$ cat config.mk
export PLATFORM = sky130hd
export DESIGN_NAME = uart_tx_arbiter
export DESIGN_NICKNAME = d
export VERILOG_FILES = /design/src/rtl/uart_pkg.sv /design/src/rtl/rr_pick.sv /design/src/rtl/uart_tx_arbiter.sv
export SDC_FILE = /design/constraint.sdc
export NUM_CORES = 1
export LEC_CHECK = 0
export CORE_MARGIN = 5
export CORE_UTILIZATION = 45
export CTS_CLUSTER_SIZE = 16
export DETAILED_ROUTE_END_ITERATION = 10
export MAX_ROUTING_LAYER = met4
export PLACE_DENSITY = 0.93
export SYNTH_ARGS = -nofsm -noshare
export SYNTH_HDL_FRONTEND = slang
export SYNTH_HIERARCHICAL = 1
export SYNTH_SLANG_ARGS = --single-unit
export TNS_END_PERCENT = 5
$ cat constraint.sdc
create_clock -name clk -period 3.3 [get_ports clk]
set_input_delay 0.33 -clock clk [delete_from_list [all_inputs] [get_ports clk]]
set_output_delay 0.33 -clock clk [all_outputs]
set_load 0.02 [all_outputs]
$ cat src/rtl/uart_pkg.sv
// Shared definitions for the UART transmit path:
// arbiter FSM encodings and command byte constants.
package uart_pkg;

    typedef enum logic [1:0] {
        ARB        = 2'd0,
        SEND       = 2'd1,
        WAIT_START = 2'd2,
        WAIT_DONE  = 2'd3
    } arb_state_e;

    // Command bytes shared by all requesters and the arbiter.
    localparam logic [7:0] CMD_LO = 8'h61;
    localparam logic [7:0] CMD_HI = 8'h6A;
    localparam logic [7:0] CMD_D0 = 8'hD0;
    localparam logic [7:0] CMD_D1 = 8'hD1;

    function automatic logic is_cmd(input logic [7:0] b);
        return ((b >= CMD_LO) && (b <= CMD_HI))
            || (b == CMD_D0) || (b == CMD_D1);
    endfunction

endpackage

$ cat src/rtl/rr_pick.sv
// Combinational round-robin picker with lock override.
// Ports: req, ptr, lock, lock_id in; found, idx out.
module rr_pick #(
    parameter int NUM_REQ = 4,
    parameter int REQ_W   = $clog2(NUM_REQ)
) (
    input  logic [NUM_REQ-1:0] req,
    input  logic [REQ_W-1:0]   ptr,
    input  logic               lock,
    input  logic [REQ_W-1:0]   lock_id,
    output logic               found,
    output logic [REQ_W-1:0]   idx
);

    int j;

    always_comb begin
        found = 1'b0;
        idx   = '0;
        j     = 0;
        if (lock) begin
            // Only the packet owner may continue.
            found = req[lock_id];
            idx   = lock_id;
        end else begin
            for (int k = 1; k <= NUM_REQ; k++) begin
                j = (int'(ptr) + k) % NUM_REQ;
                if (!found && req[j]) begin
                    found = 1'b1;
                    idx   = REQ_W'(j);
                end
            end
        end
    end

endmodule

$ cat src/rtl/uart_tx_arbiter.sv
// Round-robin per-packet arbiter sharing one uart_tx.
// Ports: req_valid/data/last/ready per requester,
// tx_enable/tx_data/tx_busy to uart_tx, grant_id,
// locked (packet in progress), err_timeout (sticky).
module uart_tx_arbiter
    import uart_pkg::*;
#(
    parameter int NUM_REQ       = 4,
    parameter int REQ_W         = $clog2(NUM_REQ),
    parameter int START_TIMEOUT = 16
) (
    input  logic                 clk,
    input  logic                 resetn,
    input  logic [NUM_REQ-1:0]   req_valid,
    input  logic [8*NUM_REQ-1:0] req_data,
    input  logic [NUM_REQ-1:0]   req_last,
    output logic [NUM_REQ-1:0]   req_ready,
    output logic                 tx_enable,
    output logic [7:0]           tx_data,
    input  logic                 tx_busy,
    output logic [REQ_W-1:0]     grant_id,
    output logic                 locked,
    output logic                 err_timeout
);

    localparam int TW = $clog2(START_TIMEOUT);

    arb_state_e       state;
    logic [REQ_W-1:0] ptr;
    logic [TW-1:0]    tmo_cnt;
    logic [TW-1:0]    tmo_nxt;
    logic             found;
    logic [REQ_W-1:0] win;
    logic             accept;
    logic [7:0]       win_data;
    logic             win_last;

    rr_pick #(
        .NUM_REQ (NUM_REQ),
        .REQ_W   (REQ_W)
    ) u_pick (
        .req     (req_valid),
        .ptr     (ptr),
        .lock    (locked),
        .lock_id (grant_id),
        .found   (found),
        .idx     (win)
    );

    always_comb begin
        win_data = req_data[8*int'(win) +: 8];
        win_last = req_last[win];
    end

    // Accept is combinational so the requester sees
    // ready in the same cycle its byte is taken.
    assign accept = (state == ARB) && !tx_busy && found;
    assign req_ready = accept ? (NUM_REQ'(1) << win) : '0;
    assign tmo_nxt = tmo_cnt + 1'b1;

    always_ff @(posedge clk) begin
        if (!resetn) begin
            state       <= ARB;
            tx_enable   <= 1'b0;
            tx_data     <= 8'h00;
            grant_id    <= '0;
            locked      <= 1'b0;
            err_timeout <= 1'b0;
            ptr         <= REQ_W'(NUM_REQ - 1);
            tmo_cnt     <= '0;
        end else begin
            tx_enable <= 1'b0;
            unique case (state)
                ARB: begin
                    if (accept) begin
                        tx_data   <= win_data;
                        grant_id  <= win;
                        locked    <= !win_last;
                        // Pointer moves per packet only.
                        if (win_last)
                            ptr <= win;
                        tx_enable <= 1'b1;
                        state     <= SEND;
                    end
                end
                SEND: begin
                    tmo_cnt <= '0;
                    state   <= WAIT_START;
                end
                WAIT_START: begin
                    if (tx_busy) begin
                        state <= WAIT_DONE;
                    end else begin
                        tmo_cnt <= tmo_nxt;
                        // Byte is dropped as consumed.
                        if (tmo_nxt == TW'(START_TIMEOUT - 1)) begin
                            err_timeout <= 1'b1;
                            state       <= ARB;
                        end
                    end
                end
                WAIT_DONE: begin
                    if (!tx_busy)
                        state <= ARB;
                end
            endcase
        end
    end

endmodule

After elaboration in Yosys (flattened, before gate mapping)
Cells that the tools add are included.
{"block": "word_totals", "regBits": 21, "in_bits": 43, "out_inout_bits": 17, "word_cells": 94}
{"block": "classes", "addsub": 5, "order_cmp": 6, "eq_ne": 8, "shifts": 2, "n_mux": 38, "bitwise": 5, "n_reduce_logical": 22}
{"cell": "variable part select 32 x 6 -> 8 bit", "n": 1}
{"cell": "2-to-1 mux 1 bit", "n": 19}
{"cell": "2-to-1 mux 2 bit", "n": 9}
{"cell": "less-than comparator 3 x 4 -> 1 bit (second input constant)", "n": 4}
{"cell": "binary-select mux 1 bit (select 2 bit)", "n": 6}
{"cell": "AND reduction 3 bit", "n": 3}
{"cell": "2-to-1 mux 4 bit", "n": 2}
{"cell": "one-hot mux 2 bit (4 select lines)", "n": 1}
{"cell": "one-hot mux 4 bit (2 select lines)", "n": 1}
{"cell": "OR reduction 2 bit", "n": 4}
{"cell": "less-than comparator 2 x 3 -> 1 bit (second input constant)", "n": 2}
{"cell": "inequality test 2 bit (second input constant)", "n": 3}
{"cell": "AND reduction 2 bit", "n": 3}
{"cell": "logical AND 1 bit", "n": 5}
{"cell": "zero test 1 bit", "n": 5}
{"cell": "adder 2 x 1 -> 2 bit (second input constant)", "n": 2}
{"cell": "adder 2 bit (second input constant)", "n": 2}
{"cell": "adder 4 x 1 -> 4 bit (second input constant)", "n": 1}
{"cell": "bitwise AND 1 bit (first input constant)", "n": 4}
{"cell": "equality test 2 bit (second input constant)", "n": 2}
{"cell": "equality test 4 bit (second input constant)", "n": 1}
{"cell": "<< shifter 1 x 2 -> 4 bit (first input constant)", "n": 1}
{"cell": "inequality test 3 bit (second input constant)", "n": 1}
{"cell": "equality test 2 x 1 -> 1 bit (second input constant)", "n": 1}
{"cell": "3 further kinds", "n": 3}

Logic depth before layout (Yosys ltp)
Gate-level depths: netlist (run 1).
{"block": "logic_depth", "word_depth": 23, "mapped_depth": 9, "mapped_depth_nobuf": 8}

By module
Netlist (run 1), hierarchy kept.
{"mod": "uart_tx_arbiter", "n_inst": 1, "cells_per_inst": 127, "area_per_inst_um2": 1187.4, "seq_area_each_um2": 420.4}
{"mod": "rr_pick", "n_inst": 1, "cells_per_inst": 30, "area_per_inst_um2": 172.7, "seq_area_each_um2": 0.0}

Worst setup path after synthesis (run 1)
Ideal clock, no wire load.
{"block": "synth_timing", "path_kind": "register to output", "start": "register ptr[1]", "end": "output port req_ready[1]", "arrival_time_ns": 2.107, "slack_ns": 0.863, "path_stages_with_launch": 8, "path_buffers": 2, "path_cell_list": "dfxtp_1 > nand2b_1 > a21oi_1 > or4_1 > o311ai_1 > buf_2 > buf_4 > nor3b_1"}
{"block": "synth_via", "elab_chain_cells": 20, "elab_cells_between_ends": 38, "cone_classes": "4 x add/sub; 1 x shift; 26 x mux; 7 x reduce/logical"}
{"item": "start: declaration", "line_no": "uart_tx_arbiter.sv:29", "rtl": "logic [REQ_W-1:0] ptr;"}
{"item": "start signal: assignment", "line_no": "uart_tx_arbiter.sv:69", "rtl": "ptr <= REQ_W'(NUM_REQ - 1);"}
{"item": "start signal: assignment", "line_no": "uart_tx_arbiter.sv:81", "rtl": "ptr <= win;"}
{"item": "adder 2 x 1 -> 2 bit", "line_no": "rr_pick.sv:27", "rtl": "j = (int'(ptr) + k) % NUM_REQ;"}
{"item": "binary-select mux 1 bit (select 2 bit)", "line_no": "rr_pick.sv:28", "rtl": "if (!found && req[j]) begin"}
{"item": "2-to-1 mux 1 bit (not written as such) (2 in a row)", "line_no": "rr_pick.sv:28"}
{"item": "2-to-1 mux 1 bit", "line_no": "rr_pick.sv:28"}
{"item": "2-to-1 mux 1 bit", "line_no": "rr_pick.sv:21", "rtl": "if (lock) begin"}
{"item": "zero test 1 bit", "line_no": "rr_pick.sv:28"}
{"item": "logical AND 1 bit", "line_no": "rr_pick.sv:28"}
{"item": "2-to-1 mux 1 bit", "line_no": "rr_pick.sv:28"}
{"item": "[4 not listed]"}
{"item": "2-to-1 mux 1 bit", "line_no": "rr_pick.sv:21"}
{"item": "zero test 1 bit", "line_no": "rr_pick.sv:28"}
{"item": "logical AND 1 bit", "line_no": "rr_pick.sv:28"}
{"item": "2-to-1 mux 2 bit *", "line_no": "rr_pick.sv:28"}
{"item": "2-to-1 mux 2 bit *", "line_no": "rr_pick.sv:21"}
{"item": "via win[0]", "line_no": "uart_tx_arbiter.sv:33", "rtl": "logic [REQ_W-1:0] win;"}
{"item": "<< shifter 1 x 2 -> 4 bit *", "line_no": "uart_tx_arbiter.sv:58", "rtl": "assign req_ready = accept ? (NUM_REQ'(1) << win) : '0;"}
{"item": "2-to-1 mux 4 bit *", "line_no": "uart_tx_arbiter.sv:58"}
{"item": "end: declaration", "line_no": "uart_tx_arbiter.sv:17", "rtl": "output logic [NUM_REQ-1:0] req_ready,"}
Mark *: on every way through the listed nets, which the timed path passes. The rest lies on a longest branch. The select of a mux whose other input is x is not followed.

Worst setup path in the final report (run 1)
{"block": "layout_timing", "start": "input port req_valid[2]", "end": "output port req_ready[0]"}
{"block": "layout_via", "elab_chain_cells": 19, "elab_cells_between_ends": 36, "cone_classes": "1 x shift; 28 x mux; 7 x reduce/logical"}
{"item": "start: declaration", "line_no": "uart_tx_arbiter.sv:14", "rtl": "input logic [NUM_REQ-1:0] req_valid,"}
{"item": "binary-select mux 1 bit (select 2 bit)", "line_no": "rr_pick.sv:28"}
{"item": "2-to-1 mux 1 bit (not written as such) (2 in a row)", "line_no": "rr_pick.sv:28"}
{"item": "2-to-1 mux 1 bit", "line_no": "rr_pick.sv:28"}
{"item": "2-to-1 mux 1 bit", "line_no": "rr_pick.sv:21"}
{"item": "zero test 1 bit", "line_no": "rr_pick.sv:28"}
{"item": "logical AND 1 bit", "line_no": "rr_pick.sv:28"}
{"item": "2-to-1 mux 1 bit", "line_no": "rr_pick.sv:28"}
{"item": "2-to-1 mux 1 bit", "line_no": "rr_pick.sv:21"}
{"item": "[3 not listed]"}
{"item": "2-to-1 mux 1 bit", "line_no": "rr_pick.sv:21"}
{"item": "zero test 1 bit", "line_no": "rr_pick.sv:28"}
{"item": "logical AND 1 bit", "line_no": "rr_pick.sv:28"}
{"item": "2-to-1 mux 2 bit *", "line_no": "rr_pick.sv:28"}
{"item": "2-to-1 mux 2 bit *", "line_no": "rr_pick.sv:21"}
{"item": "via win[0]", "line_no": "uart_tx_arbiter.sv:33"}
{"item": "<< shifter 1 x 2 -> 4 bit *", "line_no": "uart_tx_arbiter.sv:58"}
{"item": "2-to-1 mux 4 bit *", "line_no": "uart_tx_arbiter.sv:58"}
Marked as above.

==> metrics.txt, run 1 <==
Largest stage delay, worst path 0.54 ns; # Post-CTS Setup Buffers 0; Final Slew Violations 0; via count 1448; row count 20; synth warn 6; Unique masters post-synth 38; Syn Area/Cell 8.66 um^2; Starting Density 45.7%; fin crit period between 3 and 4 ns; Die Y 65.0 um; switching power share of the total 34.4%; core area 2980 um^2; power per cell area 387 nW/um^2; Slowest cell on crit path clkdlybuf4s50_1; clock share of power roughly 17%; area of the multi-input gates 872 um^2; H-tree depth 1; register area 420 um^2; number of antenna diodes 0; Min-Delay Path Class reg -> reg; worst-skew pair later-pin latency 0.31 ns; Flop pwr share 40.1%; first-pass GRT wire length 6230 um; DR pass1 iterations 4; post-synthesis sequential area ratio a little under a third; CP Data Required Time approximately 3.0 ns; Fin Clk Skew 0.00251 ns; Buffers on Ports approximately 60; die area 4220 um^2; final WL between 3000 and 4000 um; outcome finished clean; power after layout 781 uW; hold buffer count at cts 0; WL/cell 16.0 um; DRC viols 0; unrepaired setup endpoints after global routing no; Max Clk Rate between 300 and 400 MHz; DP HPWL 3110 um; grt ovf 0; Syn Inst Count 157; synth top area cells dfxtp_1 31%, mux4_2 15%, nand2_1 8.3%, a21oi_1 3.7%, a21boi_1 3.3%; Synth top area share 30.9%; CTS Buffer Depth 2; period utilisation layout 90.9%; #FFs+latches synth 21; worst-path maximum fanout 10; crit path kind in -> out; Cell Chain, Critical Path clkdlybuf4s50_1 -> nand2b_1 -> a21oi_1 -> or4_1 -> o311ai_2 -> buf_4 -> nor3_1 -> clkdlybuf4s50_1; Mapped Area 1360 um^2; slew of the pin with the lowest slew margin 0.659 ns; io pins 60; Final #Nets 262; initial antenna violation count 0; cts repair resizes 0; Comb pwr share 43.5%; TritonCTS clock tree built; layout cells sized above 1 11.1%; worst vdd ir 0.000206 V; CTS root buffer clkbuf_4; CP bufs+invs 3; switching power total 269 uW; Lkg Pwr 0.729 nW; commonest non-fill, non-tap cells in the layout 59 x clkdlybuf4s50_1, 30 x nand2_1, 21 x dfxtp_1; vias in the first global route 1392; Fin Setup TNS 0 ns; max-cap violations 0; Core Util, Final 67.8%; DIE WIDTH ~65 um; final weighted congestion in routability-driven placement about 0.89; net count after synthesis between 200 and 250; mean number of vias per cell 5.82; critical path data arrival time 2.67 ns; leading cell type in the layout, fill and taps excluded clkdlybuf4s50_1; Setup crit start kind primary input; synth-to-layout area growth 48.5%; Cell Int Power 512 uW; final setup fails 0; CTS buffer count 3; post-route ant nets 0; clock-pin slew on the worst setup and hold paths 0.12 ns; final hold violations 0; post-synth top area cell dfxtp_1; Sinks on Clock Net 21; slew margin rel. between 50% and 60%; total track usage around a fifth; drt first-iter violations 133; largest net degree at the start of global routing 23; Worst path most repeated cell clkdlybuf4s50_1; CP delay by family, top buffers and inverters; Critical Path End Type output port; fill count 238
==> tightest hold or removal path, delay by kind of cell (launching register included) <==
kind / cells / cell delay [ns]
flops: 1 / 0.33
simple gates: 1 / 0.05
compound gates: 1 / 0.05
==> worst paths after layout <==
check                                  start      endpoint  slack, ns  cells past startpoint
worst max-delay path            req_valid[2]  req_ready[0]       0.30                      8
worst min-delay path              tx_data[7]    tx_data[7]       0.46                      2
worst max register to register        ptr[1]    tx_data[0]       0.82                      8
worst min register to register    tx_data[7]    tx_data[7]       0.46                      2
==> metrics by stage <==
stage               hold WS [ns]  worst slack [ns]  area (um^2)  instances
floorplan                  0.468             0.863         1360        157
global placement           0.440             0.379         1990        245
detailed placement         0.447             0.314         1990        245
CTS                        0.465             0.308         2020        249
global route               0.485             0.144         2020        249
finish                     0.461             0.300         2020        249
==> per-layer routing <==
layer  global-route usage (%)  up-vias  wire length, um
met2                     35.8       50             2210
met3                     2.43        6              245
li1                         -      692                -
met1                     21.0      700             1460
met5                        -        -                0
met4                     7.92        0               68
==> state kept, by name, indices dropped and copies added, names as in the netlist <==
register	count
locked	1
ptr	2
tmo_cnt	4
tx_enable	1
err_timeout	1
state	2
tx_data	8
grant_id	2
==> layout make-up <==
class / instances / area share, %
multi-input cells: 120 / 43.2
repair buffers: 65 / 31.5
flip-flops and latches: 21 / 20.8
well taps: 33 / 2.04
clock buffers: 3 / 1.12
inverters: 6 / 1.12
clock inverters: 1 / 0.248
==> cells by family after synthesis <==
| logic type | count (synthesis) | synth area share, % |
|---|---|---|
| multiplexers | 9 | 14.9 |
| XOR/XNOR | 1 | 0.644 |
| buffers and inverters | 16 | 5.89 |
| AO/OA/AOI/OAI | 42 | 20.5 |
| AND/OR/NAND/NOR | 66 | 25.3 |
| adder cells (fa/ha/maj) | 2 | 1.84 |
| flip-flops | 21 | 30.9 |
==> power by group through the flow <==
stage | Clock [mW] | Sequential, mW | Combinational, mW
3_5_place_dp | 0 | 0.318 | 0.339
2_1_floorplan | 0 | 0.327 | 0.186
4_1_cts | 0.133 | 0.312 | 0.341
6_report | 0.129 | 0.313 | 0.339
5_1_grt | 0.144 | 0.317 | 0.364
3_3_place_gp | 0 | 0.316 | 0.330
==> cell usage after synthesis <==
library cell / n
nand2_1: 30
dfxtp_1: 21
a21oi_1: 10
mux4_2: 9
nand3_1: 8
o21ai_0: 8
a21boi_1: 6
nor2_1: 6
inv_1: 5
a21boi_0: 4
and2_1: 4
buf_2: 4
nand2b_1: 4
nor3b_1: 4
a31oi_1: 3
clkbuf_1: 3
a32oi_1: 2
buf_4: 2
ha_1: 2
nor3_1: 2
o21a_1: 2
or4_1: 2
a311o_1: 1
a32o_1: 1
and3_1: 1
buf_6: 1
inv_2: 1
nor2b_1: 1
nor4b_1: 1
nor4b_4: 1
nor4bb_1: 1
o211ai_1: 1
o311a_1: 1
o311ai_1: 1
o31ai_1: 1
o32ai_1: 1
or3b_2: 1
xnor2_1: 1
Note: power is estimated with default switching activity, not from simulation.
==> run 2, diff against run 1 <==
CTS_BUF_LIST = sky130_fd_sc_hd__clkbuf_8   (was default)
==> run 2 against run 1 <==
  * Combinational power about the same
  * Sequential power is essentially flat
  * Clock-buffer cell count unchanged
  * Power increased by 6.0%
  * First-iteration DRC count is 23% higher
  * Highest routed layer unchanged
  * Worst hold slack worse by 0.0049 ns
  * Sequential cell count unchanged
  * Critical path depth stayed put
==> metrics.txt, run 2 (synthesis gave the netlist of run 1 again) <==
slew margin rel. 54.7%; Critical Path End Type output port; largest register by flop count tx_data; CTS Buffer Depth 2; worst vdd ir 0.000216 V; final weighted congestion in routability-driven placement 0.890; Final Slew Violations 0; DRC viols 0; clock-pin slew on the worst setup and hold paths 0.08 ns; power per cell area roughly 410 nW/um^2; Lkg Pwr between 0.7 and 0.8 nW; TritonCTS clock tree built; largest net degree at the start of global routing 23; critical path data arrival time 2.70 ns; Setup crit start kind primary input; WHS Endpoint tx_data[7]; worst-path maximum fanout 10; Worst R2R Start ptr[1]; WL/cell between 15 and 20 um; hold buffer count at cts 0; outcome finished clean; max reg flops 8; mean number of vias per cell 5.81; CTS buffer count 3; CP Data Required Time around 3.0 ns; number of antenna diodes 0; final hold violations 0; Starting Density 45.7%; DIE WIDTH ~65 um; Final Instance Area 2040 um^2; post-route ant nets 0; worst min-delay path startpoint tx_data[7]; leading cell type in the layout, fill and taps excluded clkdlybuf4s50_1; biggest regs tx_data x8, tmo_cnt x4; Reg-to-Reg End tx_data[0]; synth-to-layout area growth 49.9%; # Post-CTS Setup Buffers 0; grt ovf 0; final setup fails 0; drt first-iter violations 164; layout cells sized above 1 11.1%; Area after DPL 1990 um^2; vias in the first global route ~1400; max-cap violations 0; worst-skew pair later-pin latency 0.27 ns; Buffers on Ports slightly below 60; via count 1447; CTS root buffer clkbuf_8; core area approximately 3000 um^2; worst r2r path cells 8; Max Clk Rate 330 MHz; crit path kind in -> out; first-pass GRT wire length ~6300 um; die area 4220 um^2; io pins 60; H-tree depth 1; final WL 4060 um; Fin Clk Skew 0.00484 ns; fin crit period 3.03 ns; Final #Nets 262; total track usage 19.9%; period utilisation layout 91.9%; DP HPWL 3110 um; R2R Setup Slk 0.82 ns; Min-Delay Path Class reg -> reg; cts repair resizes 0; Fin Setup TNS 0 ns; commonest non-fill, non-tap cells in the layout 59 x clkdlybuf4s50_1, 30 x nand2_1, 21 x dfxtp_1; initial antenna violation count 0; hold path cells 2; Die Y 65.0 um; Sinks on Clock Net 21; row count 20; unrepaired setup endpoints after global routing no; DR pass1 iterations 4; slew of the pin with the lowest slew margin slightly below 0.7 ns
run 2: cell counts in the layout (fill, tap and decap cells not counted):
No cell type changed its count.
run 2: critical path, cell delays in order:
cell	delay, ns
clkdlybuf4s50_1	0.52
nand2b_1	0.15
a21oi_1	0.07
or4_1	0.50
o311ai_2	0.19
buf_4	0.32
nor3_1	0.08
clkdlybuf4s50_1	0.54
run 2: final cells by class:
type,instances,area (um^2)
Clock inverter,1,5.00
Sequential cell,21,420
Multi-Input combinational cell,120,872
Fill cell,233,940
Tap cell,33,41.3
Timing Repair Buffer,65,636
Inverter,6,22.5
Clock buffer,3,41.3
run 2: power by group:
part / switching [mW] / leakage, nW / internal [mW] / total [mW]
Sequential: 0.0334 / 0.172 / 0.279 / 0.312
Clock: 0.0905 / 0.0255 / 0.0844 / 0.175
Combinational: 0.152 / 0.540 / 0.188 / 0.340
run 2: how the worst max path moves through the flow:
stage                       from            to  slack [ns]  depth (start not counted)
floorplan                 ptr[1]  req_ready[1]        0.86                          7
global placement    req_valid[2]  req_ready[1]        0.38                          7
detailed placement  req_valid[2]  req_ready[0]        0.31                          8
CTS                 req_valid[2]  req_ready[0]        0.31                          8
global route        req_valid[1]  req_ready[2]        0.12                          9
finish              req_valid[2]  req_ready[0]        0.27                          8
run 2: metal layers:
metal	routed length [um]	vias to the layer above	GRT usage [%]
met4	72	0	7.92
met1	1520	697	21.4
li1	-	693	-
met3	238	7	2.95
met5	0	-	-
met2	2230	50	36.3
run 2: stage by stage:
| stage | hold WS [ns] | setup slack, ns | instances | total power, mW | utilization [%] |
|---|---|---|---|---|---|
| final | 0.456 | 0.268 | 249 | 0.827 | 68.4 |
| after CTS | 0.458 | 0.308 | 249 | 0.830 | 68.4 |
| after detailed placement | 0.447 | 0.314 | 245 | 0.657 | 66.9 |
| after global placement | 0.440 | 0.379 | 245 | 0.646 | 66.9 |
| after floorplan | 0.468 | 0.863 | 157 | 0.514 | - |
| after global routing | 0.478 | 0.122 | 249 | 0.870 | 68.4 |
==> run 3, diff against run 2 <==
CORE_UTILIZATION = 47   (was 45)
GPL_TIMING_DRIVEN = 0   (was default)
PLACE_DENSITY = 0.95   (was 0.93)
==> run 3 against run 2 <==
  * Cell area grew 1.7%
  * Sequential power shrank 2%
  * Non-clock buffer count grew 8
  * Power grew 3.5%
  * Wire length grew 13%
  * Largest power group unchanged
==> metrics.txt, run 3 (synthesis gave the netlist of run 1 again) <==
outcome finished clean; period utilisation layout 96.1%; unrepaired setup endpoints after global routing no; Starting Density 49.3%; Area after DPL around 2000 um^2; Fin Clk Skew 0.00548 ns; drt first-iter violations 122; Setup crit start kind primary input; layout cells sized above 1 13.4%; core area 2760 um^2; Placed Cells 246; grt ovf 0; pre-CTS WS -0.307 ns; initial antenna violation count 0; DRC viols 0; non-filler cells, final 255; CTS root buffer clkbuf_8; switching power total a little under 300 uW; Cell Int Power 564 uW; via count between 1500 and 2000; post-route ant nets 0; WL/cell between 15 and 20 um; hold buffer count at cts 0; mean number of vias per cell 6.01; switching power share of the total 34.1%; Comb pwr share 44.2%; worst-path maximum fanout 7; critical path data arrival time 2.84 ns; max-cap violations 0; io pins 60; Core Util, Final 75.1%; Critical Path End Type output port; total track usage 21.9%; number of antenna diodes 0; H-tree depth 1; fill count 193; worst-skew pair later-pin latency approximately 0.26 ns; first-pass GRT wire length approximately 6900 um; Final Slew Violations 0; power after layout 856 uW; final WL approximately 4600 um; worst hold slack between 0.4 and 0.5 ns; area of the multi-input gates 865 um^2; CTS buffer count 3; slew of the pin with the lowest slew margin 0.571 ns; fin crit period 3.17 ns; Flop pwr share 35.6%; synth-to-layout area growth 52.3%; final weighted congestion in routability-driven placement 0.823; clock-pin slew on the worst setup and hold paths around 0.080 ns; Fin Setup TNS 0 ns; final setup fails 0; biggest regs tx_data x8, tmo_cnt x4; slew margin rel. 61.7%; die area 4070 um^2; vias in the first global route approximately 1500; leading cell type in the layout, fill and taps excluded clkdlybuf4s50_1; clock share of power 20.2%; final hold violations 0; crit path kind in -> out; CP Data Required Time 2.97 ns; largest net degree at the start of global routing 13; Final #Nets 270; DR pass1 iterations 4; DIE WIDTH ~64 um; Die Y between 60 and 70 um; largest register by flop count tx_data; Min-Delay Path Class in -> reg; Buffers on Ports 58; Max Clk Rate around 320 MHz; worst vdd ir between 0.0002 and 0.0003 V; Lkg Pwr 0.777 nW; register area 420 um^2; power per cell area about 410 nW/um^2; commonest non-fill, non-tap cells in the layout 56 x clkdlybuf4s50_1, 30 x nand2_1, 21 x dfxtp_1; TritonCTS clock tree built; CTS Buffer Depth 2; worst setup margin 0.130 ns; Final Instance Area 2070 um^2; DP HPWL 3040 um; max reg flops 8; Sinks on Clock Net 21; row count 19
run 3: cell count changes in the layout (fill, tap and decap cells not counted), sizes merged:
cell	previous run	this run
clkdlybuf4s50	59	56
buf	6	13
dlygate4sd2	0	2
clkbuf	3	5
run 3: path summary, 6_finish.rpt:
kind / cells past startpoint / startpoint / slack (ns) / endpoint
worst max register to register: 9 / ptr[1] / 0.69 / tx_data[0]
worst max-delay path: 9 / req_valid[2] / 0.13 / req_ready[2]
worst min register to register: 2 / tx_data[6] / 0.46 / tx_data[6]
worst min-delay path: 3 / tx_busy / 0.43 / state[1]
run 3: repair_timing:
item / CTS / global route
buffers inserted: 0 / 5
endpoints found under the setup margin: 4 / 1
resized for setup: 6 / 1
run 3: cell type report:
| class | count | share of cell area, % |
|---|---|---|
| inverter | 6 | 1.09 |
| timing repair buffer | 63 | 29.7 |
| buffer | 10 | 3.08 |
| sequential | 21 | 20.3 |
| clock buffer | 3 | 1.99 |
| multi-input combinational | 120 | 41.7 |
| clock inverter | 1 | 0.242 |
| tap | 31 | 1.87 |
run 3: worst max-delay path, stage by stage:
cell             delay (ns)
clkdlybuf4s50_1        0.61
or3b_2                 0.48
o21ai_0                0.09
a32oi_1                0.13
o31ai_2                0.17
buf_4                  0.23
nand2_1                0.07
nor2_1                 0.10
clkdlybuf4s50_1        0.63
run 3: layer usage:
metal	vias up	global-route usage, %	routed length [um]
met4	0	12.2	242
met1	716	22.7	1580
met3	22	5.08	378
met2	87	37.7	2400
li1	708	-	-
met5	-	-	0
run 3: power groups by stage:
stage	sequential, mW	combinational [mW]	clock [mW]
detailed placement	0.309	0.345	0
finish	0.305	0.378	0.173
global route	0.309	0.402	0.188
floorplan	0.327	0.186	0
global placement	0.307	0.336	0
CTS	0.304	0.357	0.173
